`config.mk`:
```
export PLATFORM = sky130hd
export DESIGN_NAME = lut_multiplier_seq_ctrl
export DESIGN_NICKNAME = d
export VERILOG_FILES = /design/src/rtl/lut_multiplier_seq_ctrl.sv
export SDC_FILE = /design/constraint.sdc
export NUM_CORES = 1
export LEC_CHECK = 0
export BUFFER_PORTS_ARGS = -buffer_cell sky130_fd_sc_hd__buf_4
export CORE_UTILIZATION = 56
export CTS_CLUSTER_DIAMETER = 30
export DETAILED_ROUTE_END_ITERATION = 6
export PLACE_DENSITY = 0.81
export SKIP_CTS_REPAIR_TIMING = 1
export SLEW_MARGIN = 20
export SYNTH_ARGS = -nofsm -noshare
export SYNTH_HDL_FRONTEND = slang
export SYNTH_SLANG_ARGS = --single-unit
export TNS_END_PERCENT = 30
```
`constraint.sdc`:
```
create_clock -name clk_seq -period 5.8 [get_ports clk_seq]
set_input_delay 0.58 -clock clk_seq [delete_from_list [all_inputs] [get_ports clk_seq]]
set_output_delay 0.58 -clock clk_seq [all_outputs]
set_load 0.02 [all_outputs]
```
`src/rtl/lut_multiplier_seq_ctrl.sv`:
```
// -----------------------------------------------------------------------------
// lut_multiplier_seq_ctrl
//
// Sequencer that computes an unsigned OP_WIDTH x OP_WIDTH product by walking
// the multiplier one 4-bit nibble per cycle through an external 32b x 4b LUT
// multiplier datapath, shift-accumulating each partial product into a
// 2*OP_WIDTH accumulator.
//
// Ports:
//   clk_seq      - sole clock
//   resetn_seq   - synchronous reset, active HIGH despite the name
//   in_valid     - operand pair valid          (operand source)
//   in_ready     - controller idle, accepts    (operand source)
//   in_a, in_b   - multiplicand / multiplier   (operand source)
//   lut_resetn   - datapath reset; high forces the datapath result to zero
//   lut_src0     - multiplicand to datapath (zero outside RUN)
//   lut_src1     - current multiplier nibble to datapath (zero outside RUN)
//   lut_result   - datapath partial product; only [OP_WIDTH+3:0] is used
//   out_valid    - product valid, held until out_ready
//   out_ready    - sink accepts product
//   out_product  - a*b, unsigned, stable while out_valid
//   busy         - high in RUN or DONE
//   step_cnt     - RUN cycles consumed by the current/last operation
// -----------------------------------------------------------------------------
module lut_multiplier_seq_ctrl #(
    parameter int OP_WIDTH   = 32,
    parameter int NIBBLES    = OP_WIDTH / 4,
    parameter bit EARLY_EXIT = 1'b0
) (
    input  logic                            clk_seq,
    input  logic                            resetn_seq,
    input  logic                            in_valid,
    output logic                            in_ready,
    input  logic [OP_WIDTH-1:0]             in_a,
    input  logic [OP_WIDTH-1:0]             in_b,
    output logic                            lut_resetn,
    output logic [OP_WIDTH-1:0]             lut_src0,
    output logic [3:0]                      lut_src1,
    input  logic [63:0]                     lut_result,
    output logic                            out_valid,
    input  logic                            out_ready,
    output logic [2*OP_WIDTH-1:0]           out_product,
    output logic                            busy,
    output logic [$clog2(NIBBLES+1)-1:0]    step_cnt
);

    localparam int CNT_W  = $clog2(NIBBLES + 1);
    localparam int PROD_W = 2 * OP_WIDTH;
    localparam int PP_W   = OP_WIDTH + 4;
    localparam logic [CNT_W-1:0] IDX_LAST = CNT_W'(NIBBLES - 1);

    typedef enum logic [1:0] {
        ST_IDLE = 2'd0,
        ST_RUN  = 2'd1,
        ST_DONE = 2'd2
    } state_t;

    state_t               state_r;
    state_t               state_next_s;
    logic [OP_WIDTH-1:0]  a_r;
    logic [OP_WIDTH-1:0]  b_sh_r;
    logic [OP_WIDTH-1:0]  b_sh_next_s;
    logic [PROD_W-1:0]    acc_r;
    logic [PROD_W-1:0]    partial_s;
    logic [CNT_W-1:0]     idx_r;
    logic [CNT_W-1:0]     step_cnt_r;
    logic                 last_step_s;
    logic                 run_s;
    logic                 lut_hi_unused_s;

    // Upper datapath bits carry nothing meaningful for this operand width.
    assign lut_hi_unused_s = ^lut_result[63:PP_W];

    assign run_s       = (state_r == ST_RUN);
    assign b_sh_next_s = b_sh_r >> 4;
    // Partial product weighted by the nibble position (4 bits per step).
    assign partial_s   = PROD_W'(lut_result[PP_W-1:0]) << {idx_r, 2'b00};

    // Decide whether the current RUN cycle is the final one.
    always_comb begin
        last_step_s = (idx_r == IDX_LAST);
        if (EARLY_EXIT && (b_sh_next_s == '0)) begin
            last_step_s = 1'b1;
        end else begin
            last_step_s = last_step_s;
        end
    end

    // Next-state logic for the IDLE/RUN/DONE sequencer.
    always_comb begin
        state_next_s = state_r;
        case (state_r)
            ST_IDLE: begin
                if (in_valid) begin
                    state_next_s = ST_RUN;
                end else begin
                    state_next_s = ST_IDLE;
                end
            end
            ST_RUN: begin
                if (last_step_s) begin
                    state_next_s = ST_DONE;
                end else begin
                    state_next_s = ST_RUN;
                end
            end
            ST_DONE: begin
                if (out_ready) begin
                    state_next_s = ST_IDLE;
                end else begin
                    state_next_s = ST_DONE;
                end
            end
            default: state_next_s = ST_IDLE;
        endcase
    end

    // State register plus operand, accumulator and counter datapath.
    always_ff @(posedge clk_seq) begin
        if (resetn_seq) begin
            state_r    <= ST_IDLE;
            a_r        <= '0;
            b_sh_r     <= '0;
            acc_r      <= '0;
            idx_r      <= '0;
            step_cnt_r <= '0;
        end else begin
            state_r <= state_next_s;
            case (state_r)
                ST_IDLE: begin
                    if (in_valid) begin
                        a_r        <= in_a;
                        b_sh_r     <= in_b;
                        acc_r      <= '0;
                        idx_r      <= '0;
                        step_cnt_r <= '0;
                    end
                end
                ST_RUN: begin
                    acc_r      <= acc_r + partial_s;
                    b_sh_r     <= b_sh_next_s;
                    idx_r      <= idx_r + CNT_W'(1);
                    step_cnt_r <= step_cnt_r + CNT_W'(1);
                end
                ST_DONE: begin
                    acc_r <= acc_r;
                end
                default: begin
                    acc_r <= acc_r;
                end
            endcase
        end
    end

    // All outputs decode directly from registered state/datapath values.
    assign in_ready    = (state_r == ST_IDLE);
    assign busy        = (state_r != ST_IDLE);
    assign out_valid   = (state_r == ST_DONE);
    assign out_product = acc_r;
    assign step_cnt    = step_cnt_r;
    assign lut_resetn  = ~run_s;
    assign lut_src0    = run_s ? a_r : '0;
    assign lut_src1    = run_s ? b_sh_r[3:0] : 4'd0;

endmodule

```
==> reports/results.ini, run 1 <==
[setup_path]
crit_family=compound AO/OA/AOI/OAI gates
crit_buf_inv=0
path_depth=14
reg2reg_slack_ns=0.88
crit_arrival_ns=5.24
startpoint_type=flop
path_class=reg -> reg
cpPeakStageDelay_ns=0.79
path_cells=mux2_2, o21ai_0, nor2_1, ha_1, and3_4, o2111ai_1, a2111oi_2, o21ai_1, a21oi_1, o2111ai_1, nand2_1, a31oi_1, xnor2_1, a22o_1
end_kind=flop
cpMostUsedCell=o2111ai_1
critical_path.slowest_cell=dfxtp_2
cp_max_fo=31
required_ns=6.13
reg2regPathDepth=14

[placement]
port_buffers=211
dp_hpwl_mm=24.9
place_area_sq_um=12300
gp_congestion=0.982
preCtsSetupSlack_ns=1.07
placedCellCount=1778

[synthesis]
ys_types=85
synth_compound_area_share_pct=28.8
synth_flop_cell=dfxtp_1
muxShareOfSynthArea_pct=5.69
ys_warn_count=0
async_flop_share_pct=0
syn_area_sq_um=10700
synth_edf_count=0
seq_area_frac_synth_pct=25.8
syn-num-nets=1622
synth_cells=1424
synth_seq_cells=138
synth_xor_area_share_pct=4.66
synth_fa_ha_area_share_pct=7.78
synth.avg_cell_area_sq_um=7.52
synth-simple-area-share_pct=22.5
synth_top_family_by_area=compound AO/OA/AOI/OAI gates

[worst_hold_path]
hold_depth=3
hold_path.class=in -> reg

[layout]
instances_no_fill=1810
diodes=0
nFillCells=1602
fin_nets=1761
design_area_sq_um=12900
drive_gt1_share_pct=21.5
area_delta_synth_final_pct=20.4

[sta]
rsz0062_at_grt=no
finalCriticalPeriod_ns=4.92
skew_ns=0.0102
setup_viol=0
worstMarginPinSlew_ns=0.835
hold_viol_final=0
finalWorstSetupSlack_ns=0.885
timing.fmax_ghz=0.203
drv_slew=0
tns_ns=0
min_period_over_period_pct=84.7
slew_headroom_pct=44.1

[clock_tree]
htreeDepth=4
cts_root_buffer=clkbuf_16
cts_buffers=17
clockBufferDepth=2
cts.sinks=138
cts_tree=built
clock_latency_ns=0.44
clkTransAtPathRegs_ns=0.08

[global_routing]
grt_pass1_vias=10096
grt_util_all_layers_pct=33.5
grt.met2_usage_pct=51.6
grt_max_degree=87
grt_pass1_wl_mm=52.3
grt_util_met1_pct=45.1
grt_overflow=0
antenna_found_initial=0
grt_most_used_layer=met2
grt_use_met3_pct=7.11

[drt]
post_drt_wl_per_cell_um=18.7
route.vias.total=11220
drtAntennaViolNets=0
first_pass_iters=5
drt-total-wl_mm=33.8
drcViolationCount=0
drt_iter0_drc=930
vias_per_cell=6.20

[floorplanning]
rows=50
dieArea_sq_um=19700
core_sq_um=18700
io_pins=240
die_w_um=140
start_util_pct=57.2
dieHeight_um=140

[power_and_ir_drop]
p_sw_mw=1.12
leakage_nw=5.64
power_mw=3.05
clkPwrFrac_pct=37.3
vdd_ir_drop_max_mv=0.207
pwr-share-seq_pct=34.2
power_density_nw_per_um2=237
internal_power_mw=1.93
p_sw_share_pct=36.7
comb_power_share_pct=28.5

[outcome]
outcome=finished clean

[job]
maxCapViolations=0

[worst reg2reg max path: stages, from the launching register on]
cell and delay [ns]:
dfxtp_2 0.79, mux2_2 0.44, o21ai_0 0.47, nor2_1 0.12
ha_1 0.56, and3_4 0.27, o2111ai_1 0.19, a2111oi_2 0.58
o21ai_1 0.18, a21oi_1 0.31, o2111ai_1 0.18, nand2_1 0.24
a31oi_1 0.15, xnor2_1 0.15, a22o_1 0.18
[synth_stat cells (29+ instances only)]
cell | number | share of area (%)
a21o_1 | 30 | 2.1
a21oi_1 | 189 | 8.8
a22o_1 | 37 | 3.0
a22oi_1 | 33 | 2.3
and2_1 | 45 | 2.6
clkbuf_1 | 82 | 2.9
dfxtp_1 | 138 | 26
ha_1 | 65 | 7.6
mux2i_1 | 35 | 3.3
nand2_1 | 229 | 8.0
nand3_1 | 56 | 2.6
nor2_1 | 78 | 2.7
nor2b_1 | 29 | 1.7
o21ai_0 | 70 | 3.3
xnor2_1 | 38 | 3.1
[stage by stage]
step                hold slack, ns  util, %
global route                 0.375     68.9
CTS                          0.375     68.9
detailed placement           0.443     65.6
floorplan                    0.432        -
global placement             0.437     65.6
finish                       0.383     68.9
[sequential cells by signal, indices dropped and copies added, names as in the netlist]
name and flops:
step_cnt 4, out_product 64, a_r 32, state_r 2, b_sh_r 32, idx_r 4
[worst paths after layout]
kind	from	end
worst max-delay path	idx_r[1]	out_product[58]
worst min-delay path	in_a[0]	a_r[0]
worst max register to register	idx_r[1]	out_product[58]
worst min register to register	a_r[17]	a_r[17]
[area by class of cell]
class	count	area, sq um	area share, %
timing repair buffer	225	1690	13.1
clock buffer	17	425	3.30
sequential	138	2770	21.5
multi-input combinational	1162	7450	57.8
tap	234	293	2.27
inverter	19	71.3	0.553
clock inverter	15	191	1.49
[cell families (layout without fill, tap and decap cells)]
| logic type | count (synthesis) | in the layout |
|---|---|---|
| AND/OR/NAND/NOR | 513 | 513 |
| AO/OA/AOI/OAI | 470 | 470 |
| flip-flops | 138 | 138 |
| buffers and inverters | 124 | 276 |
| adder cells (fa/ha/maj) | 66 | 66 |
| XOR/XNOR | 57 | 57 |
| multiplexers | 56 | 56 |
[per-layer routing]
layer,part of all wire (%),vias to the layer above
met4,3.6,0
met1,43,5232
li1,-,5400
met3,8.0,85
met5,0,-
met2,45,503
[power by group through the flow]
stage          clock [mW]  sequential [mW]  combinational [mW]
2_1_floorplan           0             1.08               0.578
3_3_place_gp            0             1.06               0.840
3_5_place_dp            0             1.07               0.850
4_1_cts              1.14             1.04               0.856
5_1_grt              1.18             1.05               0.939
6_report             1.14             1.04               0.869
[layout by cell type, fill, tap and decap left out, drive strengths merged, types with 17 or more instances in the layout]
master  synthesis  layout
a22oi          33      33
clkbuf         82      17
a21o           31      31
xor2           19      19
xnor2          38      38
nand2         232     232
buf            23     225
mux2           19      19
nand3          58      58
o21ai          82      82
ha             65      65
nor2b          29      29
nor2           79      79
and2           47      47
nand4          17      17
a21oi         197     197
a22o           37      37
inv            19      26
mux2i          35      35
dfxtp         138     138
No activity file was read; power rests on OpenSTA's default activity.
==> inputs of run 2 (changes only) <==
==> constraint.sdc (replaced) <==
create_clock -name clk_seq -period 4.6 [get_ports clk_seq]
set_input_delay 0.46 -clock clk_seq [delete_from_list [all_inputs] [get_ports clk_seq]]
set_output_delay 0.46 -clock clk_seq [all_outputs]
set_load 0.02 [all_outputs]
==> run 2 against run 1 <==
Critical path depth rose by 1; largest power group unchanged; utilization rose by 0.90 points; largest cell class unchanged; critical path type unchanged; first-iteration DRC count is 3.9% higher; global-route usage up 0.87 points; die area stayed put; sequential share of layout area is 0.24 points lower; routed wire length up 2.6%; worst setup slack worse by 0.72 ns; hold slack got worse by 0.13 ns.
==> reports/results.ini, run 2 (synthesis results as in run 1) <==
[outcome]
outcome=finished clean

[drt]
vias_per_cell=6.13  ; -1.0%
route.vias.total=11231  ; +0.098%
drt_iter0_drc=966  ; +3.9%
first_pass_iters=6  ; +1
post_drt_wl_per_cell_um=18.9  ; +1.4%
drcViolationCount=0  ; unchanged
drt-total-wl_mm=34.7  ; +2.6%
drtAntennaViolNets=0  ; unchanged

[setup_path]
reg2regPathDepth=15  ; +1
rr_endpoint=out_product[57]
reg2reg_slack_ns=0.17  ; -0.72 ns
end_kind=flop
required_ns=4.93  ; -1.20 ns
crit_arrival_ns=4.76  ; -0.48 ns
startpoint_type=flop
cp_max_fo=14  ; -55%
timing.rr.start=idx_r[1]
path_class=reg -> reg

[placement]
dp_hpwl_mm=26.2  ; +5.4%
gp_congestion=0.982  ; about the same
placedCellCount=1799  ; +1.2%
port_buffers=211  ; unchanged

[layout]
nFillCells=1576  ; -1.6%
final_common_cell=buf_4
fin_nets=1782  ; +1.2%
drive_gt1_share_pct=22.5  ; +1.0 points
diodes=0  ; unchanged
largest_reg_flops=64  ; unchanged
instances_no_fill=1831  ; +1.2%
final_cell_mix=buf_4 (245), nand2_1 (228), a21oi_1 (189)
area_delta_synth_final_pct=22.0

[worst_hold_path]
hp-start=in_a[4]
min_to=a_r[4]
hold_depth=3  ; unchanged
hold_path.class=in -> reg

[power_and_ir_drop]
vdd_ir_drop_max_mv=0.273  ; +32%
p_sw_share_pct=36.6  ; -0.070 points
internal_power_mw=2.46  ; +27%
power_mw=3.88  ; +27%
p_sw_mw=1.42  ; +27%
clkPwrFrac_pct=36.7  ; -0.6 points
leakage_nw=5.75  ; +1.9%
pwr-share-seq_pct=34.1  ; about the same
power_density_nw_per_um2=297  ; +25%
comb_power_share_pct=29.2  ; +0.7 points

[global_routing]
antenna_found_initial=0  ; unchanged
grt_pass1_wl_mm=53.5  ; +2.4%
grt_overflow=0  ; unchanged
grt_util_all_layers_pct=34.4  ; +0.87 points
grt_max_degree=102  ; +17%
grt_pass1_vias=10225  ; +1.3%

[sta]
holdWs_ns=0.258  ; -0.126 ns
finalCriticalPeriod_ns=4.43  ; -0.485 ns
rsz0062_at_grt=no
tns_ns=0  ; unchanged
drv_slew=0  ; unchanged
min_period_over_period_pct=96.3  ; +12 points
skew_ns=0.0160  ; +0.00581 ns
timing.fmax_ghz=0.226  ; +11%
worstMarginPinSlew_ns=1.08  ; +0.246 ns
slew_headroom_pct=27.9  ; -16 points
hold_viol_final=0  ; unchanged
setup_viol=0  ; unchanged

[job]
maxCapViolations=0  ; unchanged

[clock_tree]
clkTransAtPathRegs_ns=0.07  ; about the same
cts_root_buffer=clkbuf_16
cts_buffers=17  ; unchanged
cts.sinks=138  ; unchanged
clockBufferDepth=2  ; unchanged
cts_tree=built
htreeDepth=4  ; unchanged
clock_latency_ns=0.45  ; about the same

[floorplanning]
core_sq_um=18700  ; unchanged
rows=50  ; unchanged
die_w_um=140  ; unchanged
dieHeight_um=140  ; unchanged
start_util_pct=57.2  ; unchanged
io_pins=240  ; unchanged
dieArea_sq_um=19700  ; unchanged

[run 2: cell count changes in the layout (fill, tap and decap cells not counted)]
cell and change:
buf_4 +20, clkinv_8 -2, dfxtp_2 -2, dfxtp_4 +2, buf_12 +1, inv_12 +1, inv_6 +1
[run 2: routing by layer]
| layer | part of all wire, % | GRT usage [%] |
|---|---|---|
| met2 | 46 | 54.1 |
| met4 | 2.3 | 10.1 |
| met5 | 0 | 0 |
| met1 | 43 | 47.7 |
| met3 | 8.4 | 6.29 |
[run 2: power by group through the flow]
stage          registers, mW  logic [mW]  clock network (mW)
6_report                1.32        1.13                1.42
5_1_grt                 1.33        1.22                1.49
4_1_cts                 1.32        1.12                1.44
3_5_place_dp            1.35        1.11                   0
3_3_place_gp            1.35        1.09                   0
2_1_floorplan           1.37       0.729                   0
[run 2: stage by stage]
stage	util (%)	cell area, sq um	setup slack [ns]
after global placement	66.5	12400	0.203
after CTS	69.8	13100	0.133
after global routing	69.8	13100	0.00659
after detailed placement	66.5	12400	0.162
after floorplan	-	10700	0.252
final	69.8	13100	0.170
[run 2: cell type report]
class / instances / area (sq um) / area share, %
multi-input cells: 1162 / 7450 / 57.1
flip-flops and latches: 138 / 2770 / 21.2
repair buffers: 246 / 1860 / 14.2
clock buffers: 17 / 425 / 3.26
well taps: 234 / 293 / 2.24
clock inverters: 15 / 184 / 1.41
inverters: 19 / 71.3 / 0.546
[run 2: worst max-delay path: stages, from the launching register on]
cell       delay [ns]
dfxtp_4          0.42
buf_4            0.19
nor2_1           0.32
a21oi_1          0.24
o21ai_0          0.29
nor2b_1          0.34
ha_1             0.37
a21o_1           0.18
a21oi_1          0.27
o2111ai_1        0.23
a211oi_2         0.37
o21bai_2         0.20
a21oi_2          0.27
o32a_2           0.25
mux2i_1          0.10
a221o_1          0.28
[run 2: worst max path at each step]
stage | startpoint | end | depth (start not counted)
finish | idx_r[1] | out_product[57] | 15
global placement | idx_r[1] | out_product[49] | 17
global route | idx_r[1] | out_product[57] | 16
CTS | idx_r[1] | out_product[57] | 16
detailed placement | idx_r[1] | out_product[49] | 17
floorplan | idx_r[1] | out_product[63] | 20
==> inputs of run 3 (changes only) <==
--- a/config.mk
+++ b/config.mk
@@ -9,7 +9,7 @@
 export CORE_UTILIZATION = 56
 export CTS_CLUSTER_DIAMETER = 30
 export DETAILED_ROUTE_END_ITERATION = 6
-export PLACE_DENSITY = 0.81
+export PLACE_DENSITY = 0.9
 export SKIP_CTS_REPAIR_TIMING = 1
 export SLEW_MARGIN = 20
 export SYNTH_ARGS = -nofsm -noshare
==> constraint.sdc (replaced) <==
create_clock -name clk_seq -period 4.6 [get_ports clk_seq]
set_input_delay 0.69 -clock clk_seq [delete_from_list [all_inputs] [get_ports clk_seq]]
set_output_delay 0.69 -clock clk_seq [all_outputs]
set_load 0.02 [all_outputs]
==> run 3 against run 2 <==
Utilization grew 0.66 points; combinational power is essentially flat; sequential cell count unchanged; count of clock-buffer cells in the layout unchanged; via count rose by 1.5%; first-iteration DRC count rose by 15%; hold slack improved by 0.19 ns; critical endpoint is now out_product[63]; clock skew shrank 0.0025 ns; sequential power hardly changed; critical path depth rose by 2; critical path type unchanged; die area unchanged; global-route usage rose by 0.85 points.
==> reports/results.ini, run 3 (synthesis results as in run 1) <==
[job]
maxCapViolations=0  ; unchanged

[clock_tree]
cts_root_buffer=clkbuf_16
cts_buffers=17  ; unchanged
htreeDepth=4  ; unchanged
clock_latency_ns=0.44  ; about the same
cts_tree=built
clockBufferDepth=2  ; unchanged
cts.sinks=138  ; unchanged
clkTransAtPathRegs_ns=0.07  ; about the same

[sta]
worstMarginPinSlew_ns=0.980  ; -0.101 ns
drv_slew=0  ; unchanged
slew_headroom_pct=34.4  ; +6.5 points
timing.fmax_ghz=0.221  ; -2.2%
skew_ns=0.0135  ; -0.00247 ns
hold_viol_final=0  ; unchanged
setup_viol=0  ; unchanged
rsz0062_at_grt=no
min_period_over_period_pct=98.5  ; +2.2 points
finalCriticalPeriod_ns=4.53  ; +0.100 ns
tns_ns=0  ; unchanged

[layout]
final_common_cell=buf_4
multi_input_area_sq_um=7460  ; +0.10%
area_delta_synth_final_pct=23.1
final_cell_mix=buf_4 (262), nand2_1 (228), a21oi_1 (189)
diodes=0  ; unchanged
drive_gt1_share_pct=23.5  ; +0.95 points
nFillCells=1559  ; -1.1%
regArea_sq_um=2770  ; about the same
fin_nets=1798  ; +0.90%
largest_reg_flops=64  ; unchanged

[worst_hold_path]
hold_path.class=reg -> reg
min_to=b_sh_r[3]
hp-start=b_sh_r[3]
hold_depth=2  ; -1

[drt]
route.vias.total=11397  ; +1.5%
post_drt_wl_per_cell_um=19.4  ; +2.6%
drt-total-wl_mm=35.9  ; +3.5%
drt_iter0_drc=1107  ; +15%
drcViolationCount=0  ; unchanged
first_pass_iters=6  ; unchanged
vias_per_cell=6.17  ; +0.60%
drtAntennaViolNets=0  ; unchanged

[global_routing]
antenna_found_initial=0  ; unchanged
grt_util_all_layers_pct=35.2  ; +0.85 points
grt_max_degree=63  ; -38%
grt_pass1_vias=10272  ; +0.46%
grt_pass1_wl_mm=54.5  ; +1.8%
grt_overflow=0  ; unchanged

[floorplanning]
dieHeight_um=140  ; unchanged
die_w_um=140  ; unchanged
io_pins=240  ; unchanged
rows=50  ; unchanged
dieArea_sq_um=19700  ; unchanged
start_util_pct=57.2  ; unchanged
core_sq_um=18700  ; unchanged

[setup_path]
cp_max_fo=22  ; +8
crit_family=compound AO/OA/AOI/OAI gates
reg2regPathDepth=17  ; +2
crit_buf_inv=1  ; unchanged
path_cells=buf_4, nor2_1, a21oi_1, mux2i_1, nor2b_1, ha_1, a21oi_1, o21bai_1, a2111oi_2, o21ai_2, a21oi_4, a31oi_4, nand3b_2, a31oi_2, and4_4, o311ai_2, o41ai_2
critical_path.slowest_cell=dfxtp_4
required_ns=4.90  ; -0.03 ns
startpoint_type=flop
cpMostUsedCell=a21oi_1
cpPeakStageDelay_ns=0.45  ; +0.03 ns
crit_arrival_ns=4.83  ; +0.07 ns
end_kind=flop
timing.rr.start=idx_r[1]
reg2reg_slack_ns=0.07  ; -0.10 ns
rr_endpoint=out_product[63]
path_class=reg -> reg

[placement]
dp_hpwl_mm=26.9  ; +2.9%
gp_congestion=0.999  ; +1.8%
port_buffers=211  ; unchanged

[outcome]
outcome=finished clean

[power_and_ir_drop]
vdd_ir_drop_max_mv=0.242  ; -11%
power_density_nw_per_um2=297  ; about the same
power_mw=3.91  ; +0.94%
leakage_nw=5.83  ; +1.5%

-- run 3: cell count changes in the layout (fill, tap and decap cells not counted), sizes merged --
cell	delta
buf	+16
clkinv	+2
inv	-2
-- run 3: tightest hold or removal path, cell delays in order (launching register included) --
cell     delay [ns]
dfxtp_1        0.31
nand2_1        0.05
a21oi_1        0.05
-- run 3: worst max path at each step --
stage / startpoint / endpoint / cells past startpoint
global route: idx_r[1] / out_product[63] / 17
finish: idx_r[1] / out_product[63] / 17
detailed placement: idx_r[1] / out_product[61] / 18
CTS: idx_r[1] / out_product[60] / 20
floorplan: idx_r[1] / out_product[63] / 20
global placement: idx_r[1] / out_product[60] / 20
-- run 3: power breakdown --
| group | switching [mW] | total [mW] | internal, mW |
|---|---|---|---|
| clock | 0.698 | 1.44 | 0.743 |
| combinational | 0.688 | 1.15 | 0.462 |
| sequential | 0.0564 | 1.32 | 1.26 |
| total | 1.44 | 3.91 | 2.47 |
-- run 3: layer usage --
layer / global-route usage, % / share of wire, %
met1: 47.6 / 43
met2: 57.5 / 46
met3: 6.32 / 8.0
met4: 9.89 / 2.2
met5: 0 / 0
-- run 3: area by class of cell --
type | count | area share [%]
Clock inverter | 15 | 1.47
Clock buffer | 17 | 3.23
Timing Repair Buffer | 262 | 14.9
Tap cell | 234 | 2.22
Multi-Input combinational cell | 1162 | 56.6
Sequential cell | 138 | 21.0
Inverter | 19 | 0.541
-- run 3: per-stage QoR --
step                cells  hold WS [ns]  instance area (sq um)  worst slack, ns  util (%)
floorplan            1424         0.432                  10700            0.252         -
global placement     1815         0.437                  12600            0.219      67.1
detailed placement   1815         0.443                  12600            0.147      67.1
CTS                  1847         0.453                  13200            0.124      70.4
global route         1847         0.464                  13200          0.00393      70.5
finish               1847         0.450                  13200           0.0694      70.5
